### src/rtl/cpu_sequencer_pkg.sv
`default_nettype none
// ============================================================================
// Module   : cpu_sequencer_pkg
// Purpose  : Shared types for the accumulator CPU sequencer: opcode and
//            phase encodings plus a decode helper.
// Revision : 1.0  initial release
// ============================================================================
package cpu_sequencer_pkg;

  localparam int c_opcode_w = 3;

  // Instruction opcodes, shared with the alu.
  typedef enum logic [c_opcode_w-1:0] {
    HLT = 3'd0,
    SKZ = 3'd1,
    ADD = 3'd2,
    AND = 3'd3,
    XOR = 3'd4,
    LDA = 3'd5,
    STO = 3'd6,
    JMP = 3'd7
  } opcode_t;

  // Sequencer phases, one per clock, eight per instruction.
  typedef enum logic [2:0] {
    INST_ADDR  = 3'd0,
    INST_FETCH = 3'd1,
    INST_LOAD  = 3'd2,
    IDLE       = 3'd3,
    OP_ADDR    = 3'd4,
    OP_FETCH   = 3'd5,
    ALU_OP     = 3'd6,
    STORE      = 3'd7
  } state_t;

  // Opcodes that read an operand from memory and write the alu result to ACC.
  function automatic logic is_aluop(input opcode_t op);
    return (op == ADD) || (op == AND) || (op == XOR) || (op == LDA);
  endfunction

endpackage
`default_nettype wire

### src/rtl/cpu_sequencer_pc_counter.sv
`default_nettype none
// ============================================================================
// Module   : pc_counter
// Purpose  : Program counter with synchronous load and increment; a load
//            takes priority over an increment. Wraps modulo 2**AWIDTH.
// Revision : 1.0  initial release
// ============================================================================
module pc_counter
  import cpu_sequencer_pkg::*;
#(
  parameter int AWIDTH = 5
) (
  input  logic              clk,
  input  logic              rst_,
  input  logic              load,
  input  logic [AWIDTH-1:0] load_val,
  input  logic              inc,
  output logic [AWIDTH-1:0] pc
);

  logic [AWIDTH-1:0] r_pc;

  // PC register: reset to 0, jump target beats sequential increment.
  always_ff @(posedge clk) begin
    if (!rst_) begin
      r_pc <= '0;
    end else if (load) begin
      r_pc <= load_val;
    end else if (inc) begin
      r_pc <= r_pc + 1'b1;
    end
  end

  assign pc = r_pc;

endmodule
`default_nettype wire

### src/rtl/cpu_sequencer.sv
`default_nettype none
// ============================================================================
// Module   : cpu_sequencer
// Purpose  : Eight-phase instruction sequencer for the 8-bit accumulator CPU.
//            Holds PC, IR and ACC, drives the alu and memory strobes.
// Revision : 1.0  initial release
// ============================================================================
module cpu_sequencer
  import cpu_sequencer_pkg::*;
#(
  parameter int DWIDTH = 8,
  parameter int AWIDTH = 5
) (
  input  logic              clk,
  input  logic              rst_,
  input  logic [DWIDTH-1:0] mem_rdata,
  input  logic [DWIDTH-1:0] alu_out,
  output logic [AWIDTH-1:0] mem_addr,
  output logic              mem_rd,
  output logic              mem_wr,
  output logic [DWIDTH-1:0] mem_wdata,
  output logic [DWIDTH-1:0] accum,
  output logic [DWIDTH-1:0] data,
  output opcode_t           opcode,
  output state_t            phase,
  output logic              halt
);

  // The instruction word is exactly opcode followed by address.
  if (AWIDTH != DWIDTH - c_opcode_w) begin : g_width_check
    $error("cpu_sequencer: AWIDTH must equal DWIDTH-3");
  end

  state_t            r_phase;
  state_t            w_phase_nxt;
  logic [DWIDTH-1:0] r_ir;
  logic [DWIDTH-1:0] r_acc;
  logic [DWIDTH-1:0] r_data;
  logic              r_halt;

  opcode_t           w_opcode;
  logic [AWIDTH-1:0] w_ir_addr;
  logic [AWIDTH-1:0] w_pc;
  logic              w_aluop;
  logic              w_zero;
  logic              w_ir_load;
  logic              w_data_load;
  logic              w_acc_load;
  logic              w_halt_set;
  logic              w_pc_inc;
  logic              w_pc_load;
  logic              w_rd;
  logic              w_wr;

  assign w_opcode  = opcode_t'(r_ir[DWIDTH-1 -: c_opcode_w]);
  assign w_ir_addr = r_ir[AWIDTH-1:0];
  assign w_aluop   = is_aluop(w_opcode);
  assign w_zero    = (r_acc == '0);

  pc_counter #(
    .AWIDTH   (AWIDTH)
  ) u_pc (
    .clk      (clk),
    .rst_     (rst_),
    .load     (w_pc_load),
    .load_val (w_ir_addr),
    .inc      (w_pc_inc),
    .pc       (w_pc)
  );

  // Next-phase and per-phase decode; a halted sequencer does nothing.
  always_comb begin
    w_phase_nxt = r_phase;
    w_rd        = 1'b0;
    w_wr        = 1'b0;
    w_ir_load   = 1'b0;
    w_data_load = 1'b0;
    w_acc_load  = 1'b0;
    w_halt_set  = 1'b0;
    w_pc_inc    = 1'b0;
    w_pc_load   = 1'b0;
    if (!r_halt) begin
      case (r_phase)
        INST_ADDR: begin
          w_phase_nxt = INST_FETCH;
        end
        INST_FETCH: begin
          w_rd        = 1'b1;
          w_phase_nxt = INST_LOAD;
        end
        INST_LOAD: begin
          w_rd        = 1'b1;
          w_ir_load   = 1'b1;
          w_phase_nxt = IDLE;
        end
        IDLE: begin
          w_rd        = 1'b1;
          w_phase_nxt = OP_ADDR;
        end
        OP_ADDR: begin
          // HLT freezes here with PC still pointing at the HLT itself.
          if (w_opcode == HLT) begin
            w_halt_set = 1'b1;
          end else begin
            w_pc_inc    = 1'b1;
            w_phase_nxt = OP_FETCH;
          end
        end
        OP_FETCH: begin
          w_rd        = w_aluop;
          w_data_load = w_aluop;
          w_phase_nxt = ALU_OP;
        end
        ALU_OP: begin
          w_rd        = w_aluop;
          w_pc_inc    = (w_opcode == SKZ) && w_zero;
          w_phase_nxt = STORE;
        end
        STORE: begin
          w_rd        = w_aluop;
          w_wr        = (w_opcode == STO);
          w_acc_load  = w_aluop;
          w_pc_load   = (w_opcode == JMP);
          w_phase_nxt = INST_ADDR;
        end
        default: begin
          w_phase_nxt = INST_ADDR;
        end
      endcase
    end
  end

  // Phase register.
  always_ff @(posedge clk) begin
    if (!rst_) begin
      r_phase <= INST_ADDR;
    end else begin
      r_phase <= w_phase_nxt;
    end
  end

  // IR, operand, ACC and sticky halt registers.
  always_ff @(posedge clk) begin
    if (!rst_) begin
      r_ir   <= '0;
      r_data <= '0;
      r_acc  <= '0;
      r_halt <= 1'b0;
    end else begin
      if (w_ir_load) begin
        r_ir <= mem_rdata;
      end
      if (w_data_load) begin
        r_data <= mem_rdata;
      end
      if (w_acc_load) begin
        r_acc <= alu_out;
      end
      if (w_halt_set) begin
        r_halt <= 1'b1;
      end
    end
  end

  // Instruction fetch uses PC; operand access uses the IR address field.
  assign mem_addr  = (r_phase == INST_ADDR || r_phase == INST_FETCH ||
                      r_phase == INST_LOAD || r_phase == IDLE) ? w_pc : w_ir_addr;
  assign mem_rd    = w_rd;
  assign mem_wr    = w_wr;
  assign mem_wdata = r_acc;
  assign accum     = r_acc;
  assign data      = r_data;
  assign opcode    = w_opcode;
  assign phase     = r_phase;
  assign halt      = r_halt;

endmodule
`default_nettype wire

### config.mk
export PLATFORM = sky130hd
export DESIGN_NAME = cpu_sequencer
export DESIGN_NICKNAME = d
export VERILOG_FILES = /design/src/rtl/cpu_sequencer_pkg.sv /design/src/rtl/cpu_sequencer_pc_counter.sv /design/src/rtl/cpu_sequencer.sv
export SDC_FILE = /design/constraint.sdc
export NUM_CORES = 1
export LEC_CHECK = 0
export CORE_MARGIN = 10
export CORE_UTILIZATION = 48
export CTS_CLUSTER_DIAMETER = 40
export CTS_CLUSTER_SIZE = 16
export DETAILED_ROUTE_END_ITERATION = 10
export PLACE_DENSITY = 0.94
export REMOVE_ABC_BUFFERS = 1
export SETUP_SLACK_MARGIN = 0.2
export SLEW_MARGIN = 10
export SYNTH_ARGS = -nofsm -noshare
export SYNTH_HDL_FRONTEND = slang
export SYNTH_SLANG_ARGS = --single-unit
### constraint.sdc
create_clock -name clk -period 2.93 [get_ports clk]
set_input_delay 0.586 -clock clk [delete_from_list [all_inputs] [get_ports clk]]
set_output_delay 0.586 -clock clk [all_outputs]
set_load 0.005 [all_outputs]
== Yosys cells after proc, flatten, opt, wreduce, memory -nomap -nowiden ==
Cells that the tools add are included.

* Register bits after elaboration: 33
* Input bits: 18
* Output and inout bits: 38
* Logic and storage cells: 60

* Add/subtract/negate cells: 1
* Equality and inequality tests: 15
* Mux-type cells: 23
* Bitwise operators: 1
* Reductions and logical operators: 14

{| class="wikitable"
|+ Operators with widths
! cell !! count
|-
| 3-bit equality test, second input constant || 8
|-
| 3-bit case mux with 8 select lines || 1
|-
| 1-bit 2-to-1 mux || 16
|-
| 5-bit 2-to-1 mux || 3
|-
| 3-bit by 2-bit equality test with 1-bit output, second input constant || 4
|-
| 8-bit zero test || 1
|-
| 3-bit by 1-bit equality test with 1-bit output, second input constant || 2
|-
| 3-bit zero test || 2
|-
| 1-bit logical OR || 6
|-
| 3-bit OR reduction || 2
|-
| 5-bit by 1-bit adder with 5-bit output, second input constant || 1
|-
| 1-bit case mux with 2 select lines || 2
|-
| 3-bit 2-to-1 mux || 1
|-
| 2-bit inequality test, second input constant || 1
|-
| 2-bit AND reduction || 1
|-
| 2-bit nonzero test || 1
|-
| 1-bit logical AND || 1
|-
| 1-bit inverter || 1
|}

== Longest topological paths before layout ==
Gate-level depths: netlist (run 1).

* Depth after elaboration: 6
* Depth in mapped cells: 5
* Gate-level depth less buffers: 4

== Cells and area by module ==
From an unflattened synthesis (run 1), not the netlist that was laid out.

* Cell total of the unflattened synthesis: 188
* Area total of the unflattened synthesis: 1719.1 um2

{| class="wikitable"
|+ Modules (own cells, without submodules)
! module !! instances !! cells an instance !! area an instance (um2) !! sequential area each (um2)
|-
| cpu_sequencer || 1 || 161 || 1481.4 || 560.5
|-
| pc_counter || 1 || 27 || 237.7 || 100.1
|}

== Worst setup path after synthesis (run 1) ==
No wires, ideal clock.

* Path kind: register to output
* From: register r_phase[2] (netlist: phase[2])
* To: output port mem_addr[0]
* Data arrival time: 1.105 ns
* Data required time: 2.344 ns
* Path slack: 1.239 ns
* Stages on the path, launching flop included: 3
* Buffers on the path: 1
* Path through: dfxtp_1 clkbuf_1 mux2_2

* Word-level cells in the longest chain between the ends: 5
* Elaborated cells on any way between the ends: 8
* Those cells by class: 3 x eq/ne; 1 x mux; 4 x reduce/logical

{| class="wikitable"
|+ Ends and longest elaborated chain
! item !! line !! text
|-
| start: declaration || cpu_sequencer.sv:34 || <nowiki>state_t r_phase;</nowiki>
|-
| start signal: assignment || cpu_sequencer.sv:138 || <nowiki>r_phase <= w_phase_nxt;</nowiki>
|-
| 3-bit by 1-bit equality test with 1-bit output or 3-bit zero test (tied branches) || cpu_sequencer.sv:166 || <nowiki>assign mem_addr = (r_phase == INST_ADDR || r_phase == INST_FETCH ||</nowiki>
|-
| 1-bit logical OR (2 in series) || cpu_sequencer.sv:166 ||
|-
| 1-bit logical OR * || cpu_sequencer.sv:167 || <nowiki>r_phase == INST_LOAD || r_phase == IDLE) ? w_pc : w_ir_addr;</nowiki>
|-
| 5-bit 2-to-1 mux * || cpu_sequencer.sv:167 ||
|-
| end: declaration || cpu_sequencer.sv:18 || <nowiki>output logic [AWIDTH-1:0] mem_addr,</nowiki>
|}

Mark *: on every way between the ends. The rest lies on a longest branch, timed or not.

== Worst setup path after layout (run 1) ==
* From: register r_phase[0] (netlist: phase[0])
* To: output port mem_wr

* Word-level cells in the longest chain between the ends: 3

{| class="wikitable"
|+ Ends and longest elaborated chain
! item !! line !! text
|-
| 3-bit equality test || cpu_sequencer.sv:83 || <nowiki>case (r_phase)</nowiki>
|-
| 1-bit 2-to-1 mux || cpu_sequencer.sv:83 ||
|-
| 1-bit 2-to-1 mux || cpu_sequencer.sv:82 || <nowiki>if (!r_halt) begin</nowiki>
|-
| end: declaration || cpu_sequencer.sv:20 || <nowiki>output logic mem_wr,</nowiki>
|}

Every way passes these cells.

==> results.tsv, run 1 <==
metric	value	unit
hpwlAfterDp	2.995	mm
hold_path_class	register to register	
grt_pass1_wl	6.403	mm
vias_per_cell	5.125	
clock_skew	5.487	ps
antenna_found_initial	0	
max_slew_margin	48.60	%
worstPathMaxFanout	8	
core-area	3128	um^2
die_w	77.88	um
start_kind	register	
max-clock-path-buffers	2	
power.density	492.7	nW/um^2
finalSetupViolCount	0	
ctsHoldBuffers	0	
start_util	51.40	%
grt_setup_unrepaired	false	
die_area	6065	um^2
root_buffer	clkbuf_4	
ys_top_cells_by_area	dfxtp_1 (41%), mux2i_1 (10%), nor2b_1 (7.0%), buf_4 (5.6%), nand2_1 (4.4%)	
areaGrowthSynthToFinish	35.10	%
path_clk_slew	100	ps
synth_largest_area_cell	dfxtp_1	
syn_area	1608	um^2
placed_cells	249	
p_switching	0.0003121	W
timing.final.crit_share	86.45	%
end_kind	output port	
cts_resized	0	
fin_cells	257	
max_slew.worst_pin.slew	764.6	ps
finalHoldViolCount	0	
stdcell_area	2172	um^2
grt_usage	13.02	%
grt_overflow	0	
clk_latency	330	ps
cts_tree	done	
h-tree-depth	2	
dieHeight	77.88	um
syn_area_per_cell	9.570	um^2
power_leakage	0.7689	nW
r2r-start	phase[2]	
place_area	2102	um^2
p_sw_share	29.17	%
drive_gt1_share	9.859	%
synth_top_area_share	41.09	%
seqPwrFrac	49.9	%
cts_sinks	33	
max_freq	394.8	MHz
hold_start	r_ir[0]	
internal-power	0.0007580	W
synth_cell_type_count	36	
startpoint	phase[0]	
cts_buffers	5	
ys_seq_elements	33	
rows	20	
post-route-min-period	2533	ps
whs	471.3	ps
seq_area_frac_synth	41.09	%
post-cts-setup-buffer-count	0	
syn_inst	168	
routed_wl	3.947	mm
cap_violations	0	
pre_cts_ws	763.9	ps
worst-endpoint-required	2340	ps
drc	0	
p_comb_share	23.2	%
outcome	finished clean	
irDropWorstVdd	0.2859	mV
routedWlPerCell	15.36	um
path_class	register to output port	
ys_warn_count	0	
gp_congestion	0.7579	
nets	231	
antenna_left	0	
worstPathArrival	1950	ps
n_antenna_cell	0	
io_buffers	55	
grt_pass1_vias	1305	
drt-initial-drc-count	88	
setup_tns	0	ps
finalMaxSlewViolations	0	
p_clk_share	27.0	%
drt_first_pass_iters	4	
grt_max_degree	18	
vias	1317	
ios	56	
worst_slack	397.0	ps
final timing paths:
check | endpoint | slack (ps) | cells past startpoint
max reg2reg | u_pc.pc[4] | 970 | 4
min | r_ir[0] | 470 | 2
min reg2reg | r_ir[0] | 470 | 2
max | mem_wr | 400 | 3
worst max-delay path, stage by stage (launching register included):
cell	delay [ps]
dfxtp_1	520
nand3b_1	210
nor4b_1	320
clkdlybuf4s50_1	560
cells in the mapped netlist:
master	count
mux2_2	5
o31ai_1	2
nor4_2	2
and2_1	3
ha_1	1
buf_4	12
a21oi_1	1
o21ai_1	2
a211oi_1	1
dfxtp_1	33
and4bb_2	1
or3_1	3
mux2i_1	16
a41oi_1	1
nor4_4	1
nand3_1	4
a31oi_2	1
a21boi_0	4
o21a_1	1
a31oi_1	4
xor2_1	1
or4_1	3
nor4b_1	1
nand3b_1	1
clkbuf_1	5
or3_2	1
nor3b_2	1
o21ai_0	6
nand4b_1	1
nor2b_1	18
buf_2	2
inv_1	2
a21boi_1	4
nand2_1	19
nor2_1	2
xnor2_1	3
stage by stage:
step	util, %	power (W)
finish	69.44	0.001070
global route	69.44	0.001129
CTS	69.44	0.001080
detailed placement	67.20	0.0007909
global placement	67.20	0.0007864
floorplan	-	0.0006600
power by group through the flow:
stage | registers [W] | clock network (W) | logic (W)
after floorplan | 0.000533 | 0 | 0.000127
after global placement | 0.000540 | 0 | 0.000246
after detailed placement | 0.000542 | 0 | 0.000248
after CTS | 0.000532 | 0.000295 | 0.000252
after global routing | 0.000541 | 0.000317 | 0.000271
final | 0.000534 | 0.000289 | 0.000248
cell usage in the layout, fill, tap and decap left out, types with 2 or more instances in the layout:
cell	n
a21boi_0	4
a21boi_1	4
a31oi_1	4
and2_1	3
clkbuf_4	5
clkbuf_8	2
clkdlybuf4s50_1	55
dfxtp_1	33
inv_1	2
mux2_2	5
mux2i_1	16
nand2_1	19
nand3_1	4
nor2_1	2
nor2b_1	18
nor4_2	2
o21ai_0	6
o21ai_1	2
o31ai_1	2
or3_1	3
or4_1	3
xnor2_1	3
kinds of logic (layout without fill, tap and decap cells):
kind of cell / count (synthesis) / count (layout) / synth area share [%]
buffers and inverters: 21 / 66 / 7.860
AOI/OAI and AO/OA: 27 / 27 / 11.28
muxes: 21 / 21 / 13.46
adders and majority gates: 1 / 1 / 0.7781
DFF: 33 / 33 / 41.09
xor gates and xnor gates: 4 / 4 / 2.179
and+or+nand+nor: 61 / 61 / 23.35
cell type report:
class / instances / area, um^2
clock buffers: 7 / 65.06
clock inverters: 1 / 5.005
fillers: 255 / 955.9
inverters: 2 / 7.507
multi-input cells: 114 / 820.8
flip-flops and latches: 33 / 660.6
well taps: 44 / 55.05
repair buffers: 56 / 558.0
state kept, by name, indices dropped and copies added (netlist names):
signal   flops
phase        3
data         8
u_pc.pc      5
r_ir         8
accum        8
halt         1
layer usage:
layer	routed length (um)	global-route usage [%]	part of all wire, %
met1	1714	14.88	43
met2	2034	22.14	52
met5	0	0	0
met4	59	6.022	1.5
met3	138	3.341	3.5
Power figures use the tool's default switching activity.
==> run 2: changes to the inputs <==
- CORE_UTILIZATION: 48 -> 35
- CTS_BUF_LIST: not set -> sky130_fd_sc_hd__clkbuf_2 sky130_fd_sc_hd__clkbuf_4 sky130_fd_sc_hd__clkbuf_8
- PLACE_DENSITY: 0.94 -> 0.75
==> results.tsv, run 2 (same netlist as run 1, synthesis figures left out) <==
metric	value	unit
antenna_found_initial	0	
drc	0	
dieHeight	87.78	um
finalHoldViolCount	0	
gp_congestion	0.7856	
finalMaxSlewViolations	0	
drt-initial-drc-count	47	
io_buffers	55	
grt_overflow	0	
vias	1315	
worst-endpoint-required	2340	ps
drive_gt1_share	9.859	%
cts_sinks	33	
fin_cells	265	
path_clk_slew	70	ps
start_kind	register	
hpwlAfterDp	2.989	mm
die_w	87.78	um
stdcell_area	2213	um^2
grt_pass1_vias	1256	
max_slew_margin	49.14	%
nets	231	
register_area	660.6	um^2
max_slew.worst_pin.slew	756.6	ps
die_area	7704	um^2
rows	24	
cts_resized	0	
core-area	4414	um^2
hold_path_class	register to register	
max_freq	406.9	MHz
multi_input_area	820.8	um^2
top_layer_used	met4	
power.density	519.5	nW/um^2
worstPathArrival	1870	ps
clock_skew	5.791	ps
cp_slowest_cell	dfxtp_1	
timing.final.crit_share	83.88	%
end_kind	output port	
finalSetupViolCount	0	
h-tree-depth	2	
areaGrowthSynthToFinish	37.67	%
cap_violations	0	
grt_usage	10.03	%
wl_met2	1.864	mm
outcome	finished clean	
worstPathMaxFanout	16	
routed_wl	3.904	mm
placed_cells	257	
power_leakage	0.7818	nW
cts_buffers	5	
grt_max_degree	22	
irDropWorstVdd	0.1974	mV
post-route-min-period	2458	ps
final_cell_mix	clkdlybuf4s50_1 (55), dfxtp_1 (33), nand2_1 (19)	
wl_met3	309	um
start_util	36.42	%
final_util	50.14	%
ios	56	
vias_per_cell	4.962	
antenna_left	0	
max_stage_delay	700	ps
routedWlPerCell	14.73	um
ctsHoldBuffers	0	
cts_tree	done	
final_common_cell	clkdlybuf4s50_1	
grt_pass1_wl	6.120	mm
root_buffer	clkbuf_8	
post-cts-setup-buffer-count	0	
place_area	2112	um^2
nFillCells	436	
path_class	register to output port	
setup_tns	0	ps
met1Wirelength	1.663	mm
n_antenna_cell	0	
max-clock-path-buffers	2	
drt_first_pass_iters	4	
grt_setup_unrepaired	false	
worstPathCellList	nor4b_1, clkdlybuf4s50_1	
clk_latency	280	ps
## run 2: changes by cell type in the layout (fill, tap and decap cells not counted)
cell	before	now
clkbuf_4	5	0
clkbuf_8	2	7
## run 2: path summary, 6_finish.rpt
kind                  from          to  slack (ps)  cells past startpoint
hold reg to reg    r_ir[0]     r_ir[0]         470                      2
hold / removal     r_ir[0]     r_ir[0]         470                      2
setup reg to reg  phase[2]  u_pc.pc[4]         990                      4
setup / recovery  phase[2]      mem_wr         470                      2
## run 2: report_power, final
group | internal, W | total [W] | switching, W
clock network | 0.000212 | 0.000371 | 0.000159
logic | 0.000138 | 0.000244 | 0.000106
registers | 0.000481 | 0.000535 | 0.0000536
## run 2: final cells by class
class | instances | area share (%)
Multi-Input combinational cell | 114 | 37.08
Sequential cell | 33 | 29.85
Timing Repair Buffer | 56 | 25.21
Clock buffer | 7 | 4.353
Tap cell | 52 | 2.940
Inverter | 2 | 0.3392
Clock inverter | 1 | 0.2261
## run 2: critical path, delay by kind of cell, from the launching register on
family	cells	cell delay (ps)
buf+inv	1	570
simple gates	1	320
flops	1	700
## run 2: per-layer routing
metal / vias to the layer above / global-route usage, %
met5: - / 0
met4: 0 / 5.362
met3: 6 / 3.993
met2: 34 / 15.74
met1: 612 / 11.45
li1: 663 / -
## run 2: stage by stage
stage               setup WS, ps  hold slack, ps  total power (W)
finish                     472.4           465.6         0.001150
global route               293.0           519.7         0.001220
CTS                        437.8           466.6         0.001169
detailed placement         774.4           457.2        0.0007914
global placement           816.7           456.4        0.0007880
floorplan                   1249           441.4        0.0006600
